[src/rtl/cpu_pkg.sv]
// Shared CPU definitions: opcode map, opcode field geometry and fetch FSM encoding.
package cpu_pkg;

    // The opcode occupies the top OPC_W bits of every instruction word.
    localparam int OPC_W = 3;

    typedef logic [OPC_W-1:0] opcode_t;

    localparam opcode_t OP_RTYPE  = 3'd0;
    localparam opcode_t OP_ITYPE  = 3'd1;
    localparam opcode_t OP_LOAD   = 3'd2;
    localparam opcode_t OP_STORE  = 3'd3;
    localparam opcode_t OP_JUMP   = 3'd4;
    localparam opcode_t OP_JAL    = 3'd5;
    localparam opcode_t OP_BRANCH = 3'd6;
    localparam opcode_t OP_7      = 3'd7;

    typedef enum logic [1:0] {
        ST_FETCH = 2'd0,
        ST_WAIT  = 2'd1,
        ST_HOLD  = 2'd2
    } fetch_state_t;

    localparam logic [15:0] RESET_PC_DEFAULT = 16'h0000;

    function automatic logic is_branch_op(input opcode_t op);
        return op == OP_BRANCH;
    endfunction

endpackage

[src/rtl/if_id_reg.sv]
// IF/ID pipeline register with load/hold/flush and a one-entry skid slot for
// responses that arrive while decode is stalled. FETCH_PREDECODE_EN adds is_branch.
module if_id_reg
    import cpu_pkg::*;
#(
    parameter int ADDR_W  = 16,
    parameter int INSTR_W = 16
) (
    input  logic               clk,
    input  logic               rst_n,
    input  logic               load_new,
    input  logic               load_skid,
    input  logic               capture,
    input  logic               flush,
    input  logic               stall,
    input  logic [INSTR_W-1:0] new_instr,
    input  logic [ADDR_W-1:0]  pc_plus1,
    output logic               valid,
    output logic [INSTR_W-1:0] instr,
    output logic [ADDR_W-1:0]  instr_pc_plus1
`ifdef FETCH_PREDECODE_EN
    ,
    output logic               is_branch,
    output logic [INSTR_W-1:0] skid_instr
`endif
);

    logic [INSTR_W-1:0] skid;

    // When decode accepts and nothing new arrives, a bubble is inserted so the
    // same instruction is never presented twice.
    always_ff @(posedge clk) begin
        if (!rst_n) begin
            valid          <= 1'b0;
            instr          <= '0;
            instr_pc_plus1 <= '0;
`ifdef FETCH_PREDECODE_EN
            is_branch      <= 1'b0;
`endif
        end else if (flush) begin
            valid          <= 1'b0;
`ifdef FETCH_PREDECODE_EN
            is_branch      <= 1'b0;
`endif
        end else if (load_new) begin
            valid          <= 1'b1;
            instr          <= new_instr;
            instr_pc_plus1 <= pc_plus1;
`ifdef FETCH_PREDECODE_EN
            is_branch      <= is_branch_op(new_instr[INSTR_W-1 -: OPC_W]);
`endif
        end else if (load_skid) begin
            valid          <= 1'b1;
            instr          <= skid;
            instr_pc_plus1 <= pc_plus1;
`ifdef FETCH_PREDECODE_EN
            is_branch      <= is_branch_op(skid[INSTR_W-1 -: OPC_W]);
`endif
        end else if (!stall) begin
            valid          <= 1'b0;
`ifdef FETCH_PREDECODE_EN
            is_branch      <= 1'b0;
`endif
        end
    end

    // Skid occupancy is implied by the fetch FSM being in HOLD.
    always_ff @(posedge clk) begin
        if (capture) begin
            skid <= new_instr;
        end
    end

`ifdef FETCH_PREDECODE_EN
    assign skid_instr = skid;
`endif

endmodule

[src/rtl/instr_fetch_stage.sv]
// Fetch stage: PC, single-outstanding-request fetch FSM and IF/ID register.
// FETCH_PREDECODE_EN adds out_isBranch and suspends fetching behind a captured branch.
module instr_fetch_stage
    import cpu_pkg::*;
#(
    parameter int                ADDR_W   = 16,
    parameter int                INSTR_W  = 16,
    parameter logic [ADDR_W-1:0] RESET_PC = ADDR_W'(RESET_PC_DEFAULT)
) (
    input  logic               inp_clk,
    input  logic               inp_resetN,
    output logic               out_imemReq,
    output logic [ADDR_W-1:0]  out_imemAddr,
    input  logic               inp_imemValid,
    input  logic [INSTR_W-1:0] inp_imemData,
    input  logic               inp_stall,
    input  logic               inp_branchTaken,
    input  logic [ADDR_W-1:0]  inp_branchTarget,
    output logic               out_valid,
    output logic [INSTR_W-1:0] out_instr,
    output logic [OPC_W-1:0]   out_opCode,
    output logic [ADDR_W-1:0]  out_pcPlus1
`ifdef FETCH_PREDECODE_EN
    ,
    output logic               out_isBranch
`endif
);

    fetch_state_t      state, state_nxt;
    logic [ADDR_W-1:0] pc, pc_nxt, pc_inc;
    logic              discard, discard_nxt;
    logic              req, load_new, load_skid, capture, flush;
    logic              fetch_gate;

`ifdef FETCH_PREDECODE_EN
    logic               bwait, bwait_nxt, stall_q;
    logic [INSTR_W-1:0] skid_instr;
    assign fetch_gate = !bwait;
`else
    assign fetch_gate = 1'b1;
`endif

    assign pc_inc = pc + ADDR_W'(1);

    always_ff @(posedge inp_clk) begin
        if (!inp_resetN) begin
            state   <= ST_FETCH;
            pc      <= RESET_PC;
            discard <= 1'b0;
`ifdef FETCH_PREDECODE_EN
            bwait   <= 1'b0;
            stall_q <= 1'b0;
`endif
        end else begin
            state   <= state_nxt;
            pc      <= pc_nxt;
            discard <= discard_nxt;
`ifdef FETCH_PREDECODE_EN
            bwait   <= bwait_nxt;
            stall_q <= inp_stall;
`endif
        end
    end

    always_comb begin
        state_nxt   = state;
        pc_nxt      = pc;
        discard_nxt = discard;
        req         = 1'b0;
        load_new    = 1'b0;
        load_skid   = 1'b0;
        capture     = 1'b0;
        flush       = 1'b0;

        case (state)
            ST_FETCH: begin
                if (fetch_gate) begin
                    req       = 1'b1;
                    state_nxt = ST_WAIT;
                end
            end
            ST_WAIT: begin
                if (inp_imemValid) begin
                    if (discard) begin
                        discard_nxt = 1'b0;
                        state_nxt   = ST_FETCH;
                    end else if (!inp_stall) begin
                        load_new  = 1'b1;
                        pc_nxt    = pc_inc;
                        state_nxt = ST_FETCH;
                    end else begin
                        capture   = 1'b1;
                        state_nxt = ST_HOLD;
                    end
                end
            end
            ST_HOLD: begin
                if (!inp_stall) begin
                    load_skid = 1'b1;
                    pc_nxt    = pc_inc;
                    state_nxt = ST_FETCH;
                end
            end
            default: state_nxt = ST_FETCH;
        endcase

        // A redirect overrides everything; a request still in flight must have
        // its response swallowed, so WAIT stays put with discard armed.
        if (inp_branchTaken) begin
            pc_nxt    = inp_branchTarget;
            flush     = 1'b1;
            load_new  = 1'b0;
            load_skid = 1'b0;
            capture   = 1'b0;
            if (state == ST_WAIT && !inp_imemValid) begin
                discard_nxt = 1'b1;
                state_nxt   = ST_WAIT;
            end else begin
                discard_nxt = 1'b0;
                state_nxt   = ST_FETCH;
            end
        end

`ifdef FETCH_PREDECODE_EN
        bwait_nxt = bwait;
        if ((load_new && is_branch_op(inp_imemData[INSTR_W-1 -: OPC_W])) ||
            (load_skid && is_branch_op(skid_instr[INSTR_W-1 -: OPC_W]))) begin
            bwait_nxt = 1'b1;
        end else if (stall_q && !inp_stall) begin
            bwait_nxt = 1'b0;
        end
        if (inp_branchTaken) begin
            bwait_nxt = 1'b0;
        end
`endif
    end

    assign out_imemReq  = req && inp_resetN;
    assign out_imemAddr = pc;

    if_id_reg #(
        .ADDR_W  (ADDR_W),
        .INSTR_W (INSTR_W)
    ) u_if_id (
        .clk            (inp_clk),
        .rst_n          (inp_resetN),
        .load_new       (load_new),
        .load_skid      (load_skid),
        .capture        (capture),
        .flush          (flush),
        .stall          (inp_stall),
        .new_instr      (inp_imemData),
        .pc_plus1       (pc_inc),
        .valid          (out_valid),
        .instr          (out_instr),
        .instr_pc_plus1 (out_pcPlus1)
`ifdef FETCH_PREDECODE_EN
        ,
        .is_branch      (out_isBranch),
        .skid_instr     (skid_instr)
`endif
    );

    assign out_opCode = out_instr[INSTR_W-1 -: OPC_W];

endmodule
[config.mk]
export PLATFORM = sky130hd
export DESIGN_NAME = instr_fetch_stage
export DESIGN_NICKNAME = d
export VERILOG_FILES = /design/src/rtl/cpu_pkg.sv /design/src/rtl/if_id_reg.sv /design/src/rtl/instr_fetch_stage.sv
export SDC_FILE = /design/constraint.sdc
export NUM_CORES = 1
export LEC_CHECK = 0
export CORE_MARGIN = 3
export CORE_UTILIZATION = 25
export CTS_BUF_LIST = sky130_fd_sc_hd__clkbuf_4 sky130_fd_sc_hd__clkbuf_8
export DETAILED_ROUTE_END_ITERATION = 10
export MAX_ROUTING_LAYER = met4
export PLACE_DENSITY_LB_ADDON = 0.1
export RECOVER_POWER = 50
export SLEW_MARGIN = 0
export SYNTH_ARGS = -nofsm -noshare
export SYNTH_HDL_FRONTEND = slang
export SYNTH_SLANG_ARGS = --single-unit
export TNS_END_PERCENT = 1
[constraint.sdc]
create_clock -name inp_clk -period 3.6 [get_ports inp_clk]
set_input_delay 0.9 -clock inp_clk [delete_from_list [all_inputs] [get_ports inp_clk]]
set_output_delay 0.9 -clock inp_clk [all_outputs]
set_load 0.05 [all_outputs]
==> results of run 1 <==
## stage by stage
| step | hold slack [ns] | utilization | total power, mW | setup slack (ns) |
|---|---|---|---|---|
| final | 0.495 | 0.360 | 1.68 | 0.666 |
| after global routing | 0.525 | 0.360 | 1.77 | 0.470 |
| after CTS | 0.506 | 0.361 | 1.72 | 0.675 |
| after detailed placement | 0.487 | 0.346 | 1.13 | 0.310 |
| after global placement | 0.478 | 0.346 | 1.13 | 0.361 |
| after floorplan | 0.473 | - | 1.01 | 0.689 |
## synthesized netlist by cell type
| master | number | area [um^2] |
|---|---|---|
| nor3b_1 | 2 | 15.0 |
| a211oi_1 | 29 | 218 |
| and2_1 | 1 | 6.26 |
| xor2_1 | 8 | 70.1 |
| nand4_1 | 8 | 50.1 |
| nor2_1 | 29 | 109 |
| o31ai_1 | 1 | 7.51 |
| inv_1 | 2 | 7.51 |
| a2111oi_0 | 1 | 8.76 |
| clkinv_1 | 1 | 3.75 |
| edfxtp_1 | 16 | 480 |
| a21o_1 | 1 | 7.51 |
| o21ai_0 | 32 | 160 |
| buf_2 | 7 | 35.0 |
| nand3b_1 | 1 | 7.51 |
| nor4_1 | 1 | 6.26 |
| ha_1 | 1 | 12.5 |
| a211oi_4 | 1 | 20.0 |
| nand2b_1 | 2 | 12.5 |
| buf_6 | 1 | 11.3 |
| a21oi_2 | 1 | 8.76 |
| nand3_1 | 6 | 30.0 |
| nor2b_1 | 1 | 6.26 |
| nand4bb_1 | 1 | 11.3 |
| buf_4 | 4 | 30.0 |
| inv_2 | 1 | 3.75 |
| dfxtp_1 | 52 | 1040 |
| nor3_1 | 3 | 15.0 |
| a31oi_1 | 10 | 62.6 |
| or3_1 | 9 | 56.3 |
| mux2i_1 | 17 | 170 |
| and4_1 | 7 | 61.3 |
| a21oi_1 | 13 | 65.1 |
| nand2_1 | 4 | 15.0 |
| clkbuf_1 | 14 | 52.6 |
| xnor2_1 | 9 | 78.8 |
## worst reg2reg max path, cell delays in order (launching register included)
cell and delay, ns:
dfxtp_1 0.40, nand4bb_1 0.36, nor3b_1 0.30, clkbuf_1 0.78
## layout make-up
cell class	count	area share
well taps	143	0.0434
clock inverters	7	0.0127
flip-flops and latches	68	0.369
clock buffers	9	0.0300
repair buffers	94	0.229
inverters	4	0.00364
multi-input cells	199	0.313
## cell usage in the layout (no fill, tap or decap), types with 2 or more instances in the layout
cell	synthesis	final
a31oi_1	10	10
nor3b_1	2	2
clkbuf_1	14	2
nand2_1	4	4
clkinv_4	0	3
edfxtp_1	16	16
a21oi_1	13	13
nor2_1	29	29
a211oi_1	29	29
dfxtp_1	52	52
buf_12	0	2
inv_1	2	3
or3_1	9	9
nand2b_1	2	2
buf_4	4	2
clkdlybuf4s50_1	0	39
xor2_1	8	8
nand3_1	6	6
nor3_1	3	3
dlygate4sd3_1	0	49
o21ai_0	32	32
mux2i_1	17	17
xnor2_1	9	9
clkinv_2	0	2
nand4_1	8	8
and4_1	7	7
clkbuf_8	0	9
## cell families (layout without fill, tap and decap cells)
| kind of cell | after synthesis | in the layout | synth area share |
|---|---|---|---|
| AND/OR/NAND/NOR | 75 | 75 | 0.136 |
| AO/OA/AOI/OAI | 89 | 89 | 0.189 |
| flip-flops | 68 | 68 | 0.515 |
| buffers and inverters | 30 | 114 | 0.0487 |
| multiplexers | 17 | 17 | 0.0576 |
| adder cells (fa/ha/maj) | 1 | 1 | 0.00423 |
| XOR/XNOR | 17 | 17 | 0.0504 |
## flip-flops by register name, summed over array words and instances, names as in the netlist
| register | count |
|---|---|
| state | 2 |
| out_imemAddr | 16 |
| discard | 1 |
| u_if_id.valid | 1 |
| u_if_id.instr | 16 |
| u_if_id.instr_pc_plus1 | 16 |
| u_if_id.skid | 16 |
## routing by layer
metal	track usage	wire, um
met5	-	0
met4	0.0446	129
met3	0.0411	459
met2	0.202	3720
met1	0.187	4200
## power by group
group | switching [mW] | leakage, nW | internal (mW) | total [mW]
logic | 0.163 | 0.851 | 0.103 | 0.266
clock network | 0.324 | 0.0896 | 0.253 | 0.577
registers | 0.0313 | 0.569 | 0.807 | 0.838
total | 0.518 | 1.51 | 1.16 | 1.68
## worst max-delay path by stage
stage	from	to	slack (ns)
2_1_floorplan	inp_stall	u_if_id.skid[0]	0.69
3_3_place_gp	inp_imemValid	u_if_id.instr[7]	0.36
3_5_place_dp	inp_imemValid	u_if_id.instr[11]	0.31
4_1_cts	inp_imemValid	u_if_id.instr[11]	0.67
5_1_grt	inp_imemValid	u_if_id.skid[10]	0.47
6_report	inp_imemValid	u_if_id.skid[7]	0.67
==> Implementation_results.wiki, run 1 <==
{| class="wikitable"
! Metric !! Value
|-
| CTS sink cnt || 68
|-
| Initial DRC Count || 128
|-
| Combined area of the multi-input logic cells || 1290 um^2
|-
| Leakage power of the design || 1.51 nW
|-
| Number of nets produced by synthesis || 335
|-
| Layout Skew || 0.00744 ns
|-
| Die height || 115 um
|-
| I/O Pins || 90
|-
| Clock insertion delay at the later pin of the skew report || 0.35 ns
|-
| CP Launch Type || input pin
|-
| DR pass1 iterations || 4
|-
| H-tree depth reported by CTS || 3
|-
| Tcrit/Tclk final || 0.815
|-
| Critical path peak fanout || 16
|-
| Number of global-route vias before repair || 2458
|-
| PortBufs || 89
|-
| Class of the worst hold path || reg -> reg
|-
| Relative slew slack || 0.320
|-
| Antenna violations before repair || 0
|-
| Post-CTS sizing || 0
|-
| DP HPWL || 5.90 mm
|-
| Cells along the critical path || dlygate4sd3_1, nand4bb_1, nor3b_1, clkbuf_1
|-
| Filler-free cell count of the finished design || 524
|-
| Result of the run || finished clean
|-
| HP Start || u_if_id.instr_pc_plus1[1]
|-
| Starting density of the core || 0.258
|-
| Worst hold path cell count || 2
|-
| Buffers and inverters on the worst path || 2
|-
| CP required || 3.58 ns
|-
| Fraction of final layout cells with drive strength greater than 1 || 0.0577
|-
| Share of the yosys chip area belonging to registers || 0.515
|-
| Vias per cell || 4.78
|-
| First-pass GRT wire length || 13.6 mm
|-
| Crit. End Element || flip-flop
|-
| Number of inserted diodes || 0
|-
| Count of filler cells inserted in the layout || 1161
|-
| Average wire per standard cell || 16.2 um
|-
| Number of placement rows || 39
|-
| Post-layout minimum cycle time || 2.93 ns
|-
| Total congestion overflow || 0
|-
| Clk pin slew, worst setup/hold paths || 0.08 ns
|-
| Count of vias placed by the detailed router || 2507
|-
| F_max || 341 MHz
|-
| Final Routed Wirelength || 8.51 mm
|-
| DRC violations left || 0
|-
| WS Path Type || in -> reg
|-
| Flops & latches, synth || 68
|-
| Sequential cell area in the final layout || 1520 um^2
|-
| Max Slew Vio Count || 0
|-
| Pin count of the biggest net entering global routing || 55
|-
| Post-Synthesis Cell Area || 2960 um^2
|-
| Worst-margin pin slew || 1.02 ns
|-
| Root buf cell || clkbuf_8
|-
| Worst ir drop on vdd || 0.000167 V
|-
| Setup repair bufs after CTS || 0
|-
| Endpoint, Worst Hold || u_if_id.instr_pc_plus1[1]
|-
| Worst-case clock buffer depth || 2
|-
| Hold Fails Final Rpt || 0
|-
| Worst reg2reg startpoint || state[0]
|-
| Mean cell area of the mapped netlist || 9.95 um^2
|-
| Maximum single-stage delay on the critical path || 0.78 ns
|-
| Reg-to-reg slack, setup || 1.38 ns
|-
| Number of cells on the critical path || 4
|-
| Register-to-Register Path Depth || 3
|-
| Standard cell core area || 11500 um^2
|-
| Overall Global Routing Usage || 0.139
|-
| P per Cell Area || 407 nW/um^2
|-
| Final standard cell area without fillers || 4130 um^2
|-
| Layout overhead on the synthesized area || 39.6%
|-
| Die span in x || 115 um
|-
| Cts bufs inserted || 9
|-
| DP Cell Count || 508
|-
| Sum of negative setup slack || 0 ns
|-
| Number of violations of the max-capacitance limit || 0
|-
| End of the worst register-to-register path || u_if_id.skid[7]
|-
| Post-DRT Antenna Nets || 0
|-
| CTS tree || yes
|-
| Synth warnings || 0
|-
| Placer congestion estimate || 0.761
|-
| Area of the die || 13200 um^2
|-
| Nets || 414
|-
| Count of endpoints failing setup in the final report || 0
|-
| Number of instances in the synthesized netlist || 297
|-
| CTS Hold Buffers Added || 0
|-
| Setup repair after global routing missed its margin || false
|-
| Arrival time of data at the critical path endpoint || 2.91 ns
|-
| CP top delay family || buffers and inverters
|-
| Highest-delay cell along the critical path || clkbuf_1
|-
| Dpl cell area || 3960 um^2
|-
| Synth unique cells || 36
|}
Power figures use the tool's default switching activity.
==> run 2, diff against run 1 <==
==> constraint.sdc (replaced) <==
create_clock -name inp_clk -period 2.8 [get_ports inp_clk]
set_input_delay 0.7 -clock inp_clk [delete_from_list [all_inputs] [get_ports inp_clk]]
set_output_delay 0.7 -clock inp_clk [all_outputs]
set_load 0.05 [all_outputs]
==> Implementation_results.wiki, run 2 (synthesis results as in run 1) <==
{| class="wikitable"
! Metric !! Value
|-
| Post-CTS sizing || 0 (unchanged)
|-
| HP Start || u_if_id.instr[12]
|-
| CP Launch Type || input pin
|-
| Switching power of the nets || 0.646 mW (+25%)
|-
| Endpoint, Worst Hold || u_if_id.instr[12]
|-
| Setup repair bufs after CTS || 0 (unchanged)
|-
| Starting density of the core || 0.258 (unchanged)
|-
| End of the worst register-to-register path || u_if_id.skid[5]
|-
| Minimum setup slack in the final design || 0.353 ns (-0.313 ns)
|-
| Critical path peak fanout || 16 (unchanged)
|-
| Post-DRT Antenna Nets || 0 (unchanged)
|-
| I/O Pins || 90 (unchanged)
|-
| Reg-to-reg slack, setup || 0.78 ns (-0.60 ns)
|-
| DP Cell Count || 514 (+1.2%)
|-
| Worst hold path cell count || 2 (unchanged)
|-
| Number of inserted diodes || 0 (unchanged)
|-
| Number of violations of the max-capacitance limit || 0 (unchanged)
|-
| Worst-margin pin slew || 0.940 ns (-0.0801 ns)
|-
| DR pass1 iterations || 4 (unchanged)
|-
| Die span in x || 115 um (unchanged)
|-
| Hold Fails Final Rpt || 0 (unchanged)
|-
| Standard cell core area || 11500 um^2 (unchanged)
|-
| Tcrit/Tclk final || 0.874
|-
| Initial DRC Count || 106 (-17%)
|-
| Sequential cell area in the final layout || 1520 um^2 (unchanged)
|-
| Count of vias placed by the detailed router || 2551 (+1.8%)
|-
| Sum of negative setup slack || 0 ns (unchanged)
|-
| Switch share || 0.288 (-0.0203)
|-
| Class of the worst hold path || reg -> reg
|-
| DP HPWL || 6.00 mm (+1.6%)
|-
| Worst-case clock buffer depth || 2 (unchanged)
|-
| Logic pwr share || 0.157 (about the same)
|-
| Setup repair after global routing missed its margin || false
|-
| Combined area of the multi-input logic cells || 1280 um^2 (-0.87%)
|-
| Placement Setup Slack || 0.253 ns (-0.0571 ns)
|-
| Antenna violations before repair || 0 (unchanged)
|-
| Overall Global Routing Usage || 0.138 (-0.00112)
|-
| CTS tree || yes
|-
| CP required || 2.77 ns (-0.81 ns)
|-
| Minimum hold slack || 0.501 ns (+0.00539 ns)
|-
| Total congestion overflow || 0 (unchanged)
|-
| Most used cells in the layout excluding fill and tap cells || clkdlybuf4s50_1, dfxtp_1, o21ai_0, a211oi_1, nor2_1
|-
| Flop pwr share || 0.479 (-0.020)
|-
| WS Path Type || in -> reg
|-
| Count of endpoints failing setup in the final report || 0 (unchanged)
|-
| Average wire per standard cell || 16.0 um (-1.3%)
|-
| Vias per cell || 4.81 (+0.60%)
|-
| Number of global-route vias before repair || 2520 (+2.5%)
|-
| F_max || 409 MHz
|-
| Clk pin slew, worst setup/hold paths || 0.08 ns (about the same)
|-
| H-tree depth reported by CTS || 3 (unchanged)
|-
| Fraction of final layout cells with drive strength greater than 1 || 0.0672 (+0.00944)
|-
| Share of power burned in the clock network || 0.364 (+0.021)
|-
| Clock insertion delay at the later pin of the skew report || 0.34 ns (about the same)
|-
| Pin count of the biggest net entering global routing || 64 (+16%)
|-
| Post-layout minimum cycle time || 2.45 ns
|-
| Final standard cell area without fillers || 4180 um^2 (+1.2%)
|-
| Result of the run || finished clean
|-
| Register-to-Register Path Depth || 4 (+1)
|-
| DRC violations left || 0 (unchanged)
|-
| Final Total Pwr || 2.25 mW (+34%)
|-
| Layout overhead on the synthesized area || 41.2%
|-
| P per Cell Area || 538 nW/um^2 (+32%)
|-
| First-pass GRT wire length || 13.6 mm (-0.26%)
|-
| Final Routed Wirelength || 8.50 mm (-0.15%)
|-
| Crit. End Element || flip-flop
|-
| Leading cell type in the layout, fill and taps excluded || clkdlybuf4s50_1
|-
| Die height || 115 um (unchanged)
|-
| PortBufs || 89 (unchanged)
|-
| Nets || 420 (+1.4%)
|-
| Layout Skew || 0.00659 ns (-0.000845 ns)
|-
| Worst ir drop on vdd || 0.000249 V (+49%)
|-
| CTS Hold Buffers Added || 0 (unchanged)
|-
| Cts bufs inserted || 9 (unchanged)
|-
| Arrival time of data at the critical path endpoint || 2.42 ns (-0.49 ns)
|-
| Area of the die || 13200 um^2 (unchanged)
|-
| Internal power component || 1.60 mW (+38%)
|-
| Root buf cell || clkbuf_8
|-
| Leakage power of the design || 1.44 nW (-4.4%)
|-
| Post-layout utilization of the core || 0.364 (+0.00426)
|-
| Worst reg2reg startpoint || state[0]
|-
| Max Slew Vio Count || 0 (unchanged)
|-
| CTS sink cnt || 68 (unchanged)
|-
| Placer congestion estimate || 0.793 (+4.2%)
|-
| Dpl cell area || 4010 um^2 (+1.1%)
|-
| Relative slew slack || 0.374 (+0.0534)
|-
| Count of filler cells inserted in the layout || 1172 (+0.95%)
|-
| Filler-free cell count of the finished design || 530 (+1.1%)
|-
| Number of placement rows || 39 (unchanged)
|}
run 2: cell count changes in the layout (fill, tap and decap cells not counted), sizes merged:
cell	previous run	this run
clkinv	6	3
clkinvlp	1	2
clkdlybuf4s50	39	69
bufinv	0	1
clkbuf	11	13
dlygate4sd3	49	19
buf	4	9
run 2: worst max path at each step:
stage	endpoint	slack, ns	cells past startpoint	from
final	u_if_id.skid[5]	0.35	5	inp_imemValid
after global routing	u_if_id.instr[10]	0.16	7	inp_imemValid
after CTS	out_imemAddr[0]	0.33	1	out_imemAddr[0]
after detailed placement	u_if_id.instr[3]	0.25	7	inp_imemValid
after global placement	u_if_id.instr[13]	0.31	7	inp_imemValid
after floorplan	u_if_id.skid[0]	0.09	2	inp_stall
run 2: critical path, cell delays in order:
cell and delay (ns):
clkdlybuf4s50_1 0.50, nand4bb_1 0.10, clkbuf_1 0.21, nor3b_2 0.18, clkbuf_1 0.72
run 2: final cells by class:
class                   count  area share
inverters                   4     0.00360
multi-input cells         199       0.307
clock buffers              10      0.0315
repair buffers            100       0.236
well taps                 143      0.0429
flip-flops and latches     68       0.364
clock inverters             6      0.0153
run 2: layer usage:
layer	track usage	wire, um	part of all wire
met5	-	0	0
met4	0.0469	141	0.017
met3	0.0395	529	0.062
met2	0.209	3730	0.44
met1	0.178	4100	0.48
run 2: power groups by stage:
stage / clock, mW / combinational, mW / sequential (mW)
finish: 0.818 / 0.352 / 1.08
detailed placement: 0 / 0.365 / 1.10
global placement: 0 / 0.364 / 1.10
floorplan: 0 / 0.110 / 1.19
global route: 0.900 / 0.378 / 1.08
CTS: 0.862 / 0.366 / 1.08
